==> config.mk <==
export PLATFORM = sky130hd
export DESIGN_NAME = cam_capture_ctrl
export DESIGN_NICKNAME = d
export VERILOG_FILES = /design/src/rtl/cam_capture_ctrl.sv
export SDC_FILE = /design/constraint.sdc
export NUM_CORES = 1
export LEC_CHECK = 0
export BUFFER_PORTS_ARGS = -buffer_cell sky130_fd_sc_hd__buf_2
export CAP_MARGIN = 5
export CORE_MARGIN = 8
export CORE_UTILIZATION = 50
export DETAILED_ROUTE_END_ITERATION = 10
export GPL_TIMING_DRIVEN = 0
export PLACE_DENSITY = 0.72
export SLEW_MARGIN = 20
export SYNTH_ARGS = -nofsm -noshare
export SYNTH_HDL_FRONTEND = slang
export SYNTH_SLANG_ARGS = --single-unit
==> constraint.sdc <==
create_clock -name i_clk -period 4.12 [get_ports i_clk]
set_clock_uncertainty 0.2 [all_clocks]
set_input_delay 0.824 -clock i_clk [delete_from_list [all_inputs] [get_ports i_clk]]
set_output_delay 0.824 -clock i_clk [all_outputs]
set_load 0.02 [all_outputs]
==> src/rtl/cam_capture_ctrl.sv <==
// cam_capture_ctrl
// OV7670 capture front-end. The camera bus is oversampled in the i_clk domain.
// Byte pairs are assembled into RGB444 or RGB565 pixels. Kept pixels are
// streamed to the VGA path as 24-bit RGB with their post-decimation position.
// The same pixels are offered to the frame-buffer SRAM through a single-entry
// valid/ready holding register.
module cam_capture_ctrl #(
  parameter int H_ACTIVE  = 640,
  parameter int V_ACTIVE  = 480,
  parameter int ADDR_W    = 20,
  parameter int BASE_ADDR = 0,
  parameter int PIX_FMT   = 0,
  parameter int DECIM     = 1
) (
  input  logic              i_clk,
  input  logic              i_rst,
  input  logic              i_cam_pclk,
  input  logic              i_cam_vsync,
  input  logic              i_cam_href,
  input  logic [7:0]        i_cam_data,
  output logic              o_wr_valid,
  output logic [ADDR_W-1:0] o_wr_addr,
  output logic [15:0]       o_wr_data,
  input  logic              i_wr_ready,
  output logic              o_pix_valid,
  output logic [23:0]       o_rgb,
  output logic [9:0]        o_col,
  output logic [9:0]        o_row,
  output logic              o_frame_start,
  output logic              o_frame_done,
  input  logic              i_capture,
  input  logic              i_release,
  output logic              o_frozen,
  output logic              o_overflow,
  output logic              o_line_err
);

  localparam logic [2:0] S_WAIT_VS    = 3'd0;
  localparam logic [2:0] S_WAIT_FRAME = 3'd1;
  localparam logic [2:0] S_LINE       = 3'd2;
  localparam logic [2:0] S_BYTE0      = 3'd3;
  localparam logic [2:0] S_BYTE1      = 3'd4;
  localparam logic [2:0] S_FROZEN     = 3'd5;

  localparam int                LINE_W = H_ACTIVE / DECIM;
  localparam int                DSH    = (DECIM == 2) ? 1 : 0;
  localparam logic [11:0]       H_LIM  = 12'(H_ACTIVE);
  localparam logic [11:0]       V_LIM  = 12'(V_ACTIVE);
  localparam logic [ADDR_W-1:0] BASE_A = ADDR_W'(BASE_ADDR);
  localparam logic [ADDR_W-1:0] LINE_A = ADDR_W'(LINE_W);

  // SRAM word for a byte pair: RGB444 is left-aligned with a zero nibble.
  function automatic logic [15:0] pack_pix(input logic [7:0] b0, input logic [7:0] b1);
    if (PIX_FMT == 0) pack_pix = {b0[3:0], b1, 4'h0};
    else              pack_pix = {b0, b1};
  endfunction

  // Widen each channel to 8 bits by replicating its MSBs into the LSBs.
  function automatic logic [23:0] expand_pix(input logic [15:0] w);
    if (PIX_FMT == 0)
      expand_pix = {w[15:12], w[15:12], w[11:8], w[11:8], w[7:4], w[7:4]};
    else
      expand_pix = {w[15:11], w[15:13], w[10:5], w[10:9], w[4:0], w[4:2]};
  endfunction

  logic              pclk_p0, pclk_p1, pclk_p2;
  logic              vs_p0, vs_p1;
  logic              href_p0, href_p1;
  logic [7:0]        data_p0, data_p1;
  logic              byte_stb;
  logic [2:0]        state;
  logic [11:0]       raw_col, raw_row;
  logic [ADDR_W-1:0] row_base;
  logic [7:0]        byte0;
  logic              cap_pend;
  logic              col_ok, row_ok;
  logic [9:0]        kcol, krow;
  logic [15:0]       pix_word;

  // Control synchroniser flops; pclk keeps a third flop for edge detection.
  always_ff @(posedge i_clk or posedge i_rst) begin
    if (i_rst) begin
      pclk_p0 <= 1'b0;
      pclk_p1 <= 1'b0;
      pclk_p2 <= 1'b0;
      vs_p0   <= 1'b0;
      vs_p1   <= 1'b0;
      href_p0 <= 1'b0;
      href_p1 <= 1'b0;
    end else begin
      pclk_p0 <= i_cam_pclk;
      pclk_p1 <= pclk_p0;
      pclk_p2 <= pclk_p1;
      vs_p0   <= i_cam_vsync;
      vs_p1   <= vs_p0;
      href_p0 <= i_cam_href;
      href_p1 <= href_p0;
    end
  end

  // Data synchroniser and first-byte latch; these hold no control state.
  always_ff @(posedge i_clk) begin
    data_p0 <= i_cam_data;
    data_p1 <= data_p0;
    if (byte_stb && state == S_BYTE0) byte0 <= data_p1;
  end

  // ---- stage p1: synchronised bus, strobe and pixel classification ----
  assign byte_stb = pclk_p1 & ~pclk_p2;
  assign col_ok   = (raw_col < H_LIM) && ((DECIM == 1) || !raw_col[0]);
  assign row_ok   = (raw_row < V_LIM) && ((DECIM == 1) || !raw_row[0]);
  assign kcol     = 10'(raw_col >> DSH);
  assign krow     = 10'(raw_row >> DSH);
  assign pix_word = pack_pix(byte0, data_p1);
  assign o_frozen = (state == S_FROZEN);

  // Capture FSM, counters, write holding register and output pulses.
  always_ff @(posedge i_clk or posedge i_rst) begin
    if (i_rst) begin
      state         <= S_WAIT_VS;
      raw_col       <= '0;
      raw_row       <= '0;
      row_base      <= BASE_A;
      cap_pend      <= 1'b0;
      o_wr_valid    <= 1'b0;
      o_wr_addr     <= '0;
      o_wr_data     <= '0;
      o_pix_valid   <= 1'b0;
      o_rgb         <= '0;
      o_col         <= '0;
      o_row         <= '0;
      o_frame_start <= 1'b0;
      o_frame_done  <= 1'b0;
      o_overflow    <= 1'b0;
      o_line_err    <= 1'b0;
    end else begin
      o_pix_valid   <= 1'b0;
      o_frame_start <= 1'b0;
      o_frame_done  <= 1'b0;
      o_line_err    <= 1'b0;
      if (o_wr_valid && i_wr_ready) o_wr_valid <= 1'b0;
      // A release in S_FROZEN is handled below and overrides this latch.
      if (i_capture) cap_pend <= 1'b1;
      // ---- stage p2: registered outputs, one cycle after the strobe ----
      case (state)
        S_WAIT_VS: if (vs_p1) state <= S_WAIT_FRAME;
        S_WAIT_FRAME: begin
          if (!vs_p1) begin
            state         <= S_LINE;
            o_frame_start <= 1'b1;
            raw_row       <= '0;
            raw_col       <= '0;
            row_base      <= BASE_A;
            o_overflow    <= 1'b0;
          end
        end
        S_LINE, S_BYTE0, S_BYTE1: begin
          if (vs_p1) begin
            o_frame_done <= 1'b1;
            if (cap_pend) begin
              state      <= S_FROZEN;
              o_wr_valid <= 1'b0;
            end else begin
              state <= S_WAIT_FRAME;
            end
          end else if (state == S_LINE) begin
            // href is set up before the first pclk rise of a line, so the
            // level is enough to arm byte capture ahead of the first strobe.
            if (href_p1) state <= S_BYTE0;
          end else if (!href_p1) begin
            state   <= S_LINE;
            raw_col <= '0;
            raw_row <= (raw_row == 12'hFFF) ? raw_row : raw_row + 12'd1;
            // Advancing the row base per kept line realigns short lines.
            if (row_ok) begin
              row_base <= row_base + LINE_A;
              if (raw_col < H_LIM) o_line_err <= 1'b1;
            end
          end else if (byte_stb) begin
            if (state == S_BYTE0) begin
              state <= S_BYTE1;
            end else begin
              state   <= S_BYTE0;
              raw_col <= (raw_col == 12'hFFF) ? raw_col : raw_col + 12'd1;
              if (col_ok && row_ok) begin
                o_pix_valid <= 1'b1;
                o_rgb       <= expand_pix(pix_word);
                o_col       <= kcol;
                o_row       <= krow;
                if (o_wr_valid && !i_wr_ready) begin
                  o_overflow <= 1'b1;
                end else begin
                  o_wr_valid <= 1'b1;
                  o_wr_addr  <= row_base + ADDR_W'(kcol);
                  o_wr_data  <= pix_word;
                end
              end
            end
          end
        end
        S_FROZEN: begin
          if (i_release) begin
            cap_pend <= 1'b0;
            state    <= S_WAIT_VS;
          end
        end
        default: state <= S_WAIT_VS;
      endcase
    end
  end

endmodule

======== After elaboration in Yosys (flattened, before gate mapping) ========
Index checks and enable logic that the tools add are counted.
storage, ports and cells
  register bits ........................... 157
  latch bits .............................. 0
  RAM bits ................................ 0
  ROM bits ................................ 0
  input bits .............................. 16
  output and inout bits ................... 87
  word-level logic and storage cells ...... 147
  memories ................................ 0
operators by class
  add/sub/neg operators ................... 4
  multipliers ............................. 0
  divide/modulo/power cells ............... 0
  order comparisons ....................... 2
  eq/ne operators ......................... 25
  shift-type cells ........................ 0
  multiplexer cells ....................... 69
  bitwise gates (word level) .............. 6
  reductions and logical operators ........ 15
operator list
  cell                    count
  $mux 12                 11
  $mux 20                 5
  $pmux 12 s2             2
  $pmux 20 s2             1
  $mux 1                  38
  $mux 3                  10
  $ne 2x2->1 const B      13
  $add 12x1->12 const B   2
  $eq 12x12->1 const B    2
  $add 20x10->20          1
  $add 20x10->20 const B  1
  $reduce_and 7->1        2
  $lt 12x10->1 const B    1
  $lt 12x9->1 const B     1
  $pmux 3 s4              1
  $reduce_and 6->1        2
  $ne 3x3->1 const B      3
  $reduce_and 9->1        1
  $reduce_and 8->1        1
  $eq 3x2->1 const B      2
  $eq 3x3->1 const B      2
  $ne 5x5->1 const B      1
  $not 1->1               5
  $reduce_and 5->1        1
  other kinds (9)         12

======== Logic depth before layout (Yosys ltp) ========
  word-level depth ........................ 10
  depth in mapped cells ................... 8
  depth with buffers taken out ............ 6

======== Least setup slack after synthesis ========
No wires, ideal clock.
  kind .................................... reg-to-reg
  from .................................... reg raw_row[8]
  to ...................................... reg o_wr_addr[0]
  setup time .............................. 0.128 ns
  data arrival time ....................... 1.947 ns
  required time ........................... 3.792 ns
  slack ................................... 1.845 ns
  cell stages (with the launch flop) ...... 6
  clock period less this slack ............ 2.275 ns
  cells stage by stage .................... dfrtp_1 -> and4_1 -> nand4b_1 -> nor3b_2 -> buf_2 -> mux2_1
between the ends
  word-level cells in the longest chain between the ends .. 3
ends and longest elaborated chain
  what                        line  RTL
  from (decl)                 72    logic [11:0] raw_col, raw_row;
  from (signal assigned)      173   raw_row <= (raw_row == 12'hFFF) ? raw_row : raw_row + 12'd1;
  $lt 12x9->1                 111   assign row_ok = (raw_row < V_LIM) && ((DECIM == 1) || !raw_row[0]);
  $logic_and 1x1->1           185   if (col_ok && row_ok) begin
  $reduce_and 8->1 (no line)  -
  to (signal assigned)        194   o_wr_addr <= row_base + ADDR_W'(kcol);
  to (decl)                   22    output logic [ADDR_W-1:0] o_wr_addr,
Every way passes these cells.
A chain may end at the register's enable or synchronous reset.

======== Worst setup path after layout ========
  from .................................... reg vs_p1
  to ...................................... reg o_wr_data[4]
between the ends
  word-level cells in the longest chain between the ends .. 2
ends and longest elaborated chain
  what                        line  RTL
  from (decl)                 67    logic vs_p0, vs_p1;
  from (signal assigned)      95    vs_p1 <= vs_p0;
  $not 1->1 (no line)         -
  $reduce_and 8->1 (no line)  -
  to (signal assigned)        195   o_wr_data <= pix_word;
  to (decl)                   23    output logic [15:0] o_wr_data,
Every way passes these cells.

==> summary.txt <==
DR WL met3: 663 um
Post-Synth XOR/XNOR Area: 4.18%
Largest family of logic cells by synthesized area: simple AND/OR/NAND/NOR gates
Pins Over Slew Limit: 0
DPL Wire Length: 9870 um
Top_reg_cell synth: dfrtp_1
CTS tree: done
Clock latency on the worst-skew pair: 0.42 ns
Clock network power share: 37.0%
Cts bufs inserted: 17
Remaining Overflow, GRT: 0
Post-Syn Instances: 540
Post-route DRC: 0
Outcome: finished, final reports clean
Row Count: 40
PortBufs: 98
Cell Pwr Density: 587 nW/um2
CP Max Fanout: 10
Layout Nets: 687
Placeable core region: 12000 um2
Crit path kind: flip-flop to flip-flop
Setup_tns: 0 ns
Crit path from: vs_p1
Avg WL per Cell: 16.6 um
Largest net degree at the start of global routing: 35
Total wire length: 13700 um
Top cell type by total area after synthesis: dfrtp_1
Adder-cell share of the synthesized area: 1.44%
Cts repair resizes: 0
Die ar.: 15900 um2
Simple-gate share of the synthesized area: 15.2%
Slew @ Worst Pin: 0.766 ns
Worst-path clk slew: 0.06 ns
Final Power: 4.39 mW
Comb pwr share: 24.4%
Die Height: 126 um
Hold Crit Start: data_p0[7]
# Post-CTS Setup Buffers: 0
M1 WL: 5890 um
First-pass GRT wire length: 23300 um
Synth top area cells: dfrtp_1, mux2_1, dfxtp_1
Drt pass-1 iters: 4
Largest buffer count on any clock path: 2
Initial antenna violation count: 0
RSZ-0062 raised after global routing: no
Maximum vdd drop: 0.000327 V
MaxCap Viol Count: 0
Critical Path End Type: flip-flop
Sequential share of power: 38.5%
Worst Setup Slack, final: 1.28 ns
Worst hold path class: flip-flop to flip-flop
Io pins: 103
Ys Warns: 0
Post-synth EDFFs: 4
Root buffer cell: clkbuf_16
Fmax: 353 MHz
CTS Hold Buffers Added: 0
Final ANT Viol Nets: 0
Sequential fraction of the synthesis area: 55.8%
H-tree level count: 4
GRT Util Overall: 18.4%
P&R area growth vs syn: 22.8%
Worst Path Required: 4.22 ns
Num Clock Sinks: 138
Final Wtd Congestion: 0.887
Layout cell share with drive strength beyond 1: 24.7%
Top cells by count, synth: dfrtp_1, nor2_1, mux2_1
Synth unique cells: 53
Crit path DAT: 2.93 ns
Multiplexer share of the synthesized area: 10.1%
Number of diodes: 0
Worst slew margin: 48.9%
Via count: 4491
Top sig layer: met4
Final hold vios: 0
Post-synthesis compound-gate area fraction: 8.95%
Static Leak: 3.61 nW
Yosys top cell area share: 48.6%
Register bit total from synthesis: 138
Psw: 1.40 mW
Startpoint types: flip-flop
Tmin final: 2.84 ns
Synth Area per Inst: 11.3 um2
Switching Fraction: 31.8%
Pre-CTS WS: 1.26 ns
Top-count cell post-synth: dfrtp_1
Starting Density: 50.8%
Setup violations, final: 0
R2r startpoint: vs_p1
Synthesized cell area: 6080 um2
Fin crit share: 68.8%
Layout Utilization: 62.4%
Wire length on met2: 6900 um
Post-synth ARST share: 85.5%
Iteration-0 DRC Markers: 274
DR vias/cell: 5.45
Internal: 2.99 mW
Vias in the first global route: 4672
Die Wd: 126 um
Layout fillers: 985
==> layout by cell type (no fill, tap or decap), types with 15 or more instances in the layout <==
cell type,instances
dfrtp_1,118
buf_2,107
nor2_1,52
mux2_1,51
a21oi_1,34
nand2_1,32
xnor2_1,19
buf_4,18
clkbuf_16,17
dfxtp_1,16
nand3_1,15
clkbuf_1,15
==> per-layer routing <==
metal	vias up	global-route usage, %
li1	2152	-
met1	2203	21.9
met2	120	30.3
met3	16	5.99
met4	0	7.01
met5	-	0
==> power groups by stage <==
stage | combinational [mW] | clock, mW | sequential [mW]
floorplan | 0.568 | 0 | 1.87
global placement | 1.04 | 0 | 1.70
detailed placement | 1.08 | 0 | 1.72
CTS | 1.08 | 1.65 | 1.69
global route | 1.18 | 1.71 | 1.72
finish | 1.07 | 1.62 | 1.69
==> through the flow <==
stage / hold slack, ns / instance area, um2 / std cells
floorplan: 0.110 / 6100 / 544
global placement: 0.111 / 6770 / 789
finish: 0.126 / 7470 / 824
CTS: 0.130 / 7470 / 824
global route: 0.131 / 7470 / 824
detailed placement: 0.115 / 6830 / 792
==> registers in the layout, indices dropped and copies added, names as in the netlist, 3 cells and up <==
register,cells
o_wr_addr,20
row_base,13
o_rgb,12
o_wr_data,12
raw_col,12
raw_row,12
o_col,10
o_row,10
data_p0,8
data_p1,8
byte0,4
state,3
==> critical path, stage by stage, from the launching register on <==
cell and delay, ns:
dfrtp_1 0.35, buf_2 0.19, nor3_1 0.25, nand4b_1 0.25
nor3b_2 0.69, buf_2 0.41, mux2_1 0.37
==> cell type report <==
type / count / area, um2 / share of cell area (%)
clock inverters: 12 / 189 / 2.53
plain buffers: 40 / 229 / 3.07
clock buffers: 20 / 447 / 5.98
multi-input cells: 358 / 2440 / 32.7
repair buffers: 101 / 551 / 7.37
inverters: 8 / 33.8 / 0.452
well taps: 147 / 184 / 2.46
flip-flops and latches: 138 / 3390 / 45.4
==> final timing paths <==
kind | cells after the start | slack [ns] | end
worst max-delay path | 6 | 1.28 | o_wr_data[4]
worst min-delay path | 0 | 0.13 | data_p1[7]
worst max register to register | 6 | 1.28 | o_wr_data[4]
worst min register to register | 0 | 0.13 | data_p1[7]
max in group asynchronous | 4 | 2.62 | raw_row[5]
min in group asynchronous | 2 | 0.30 | o_wr_data[8]
==> kinds of logic after synthesis <==
family	after synthesis
muxes	55
AOI/OAI and AO/OA	85
adders and majority gates	7
buffers and inverters	48
and+or+nand+nor	177
xor gates and xnor gates	29
other	1
DFF	138
Note: power is estimated with default switching activity, not from simulation.
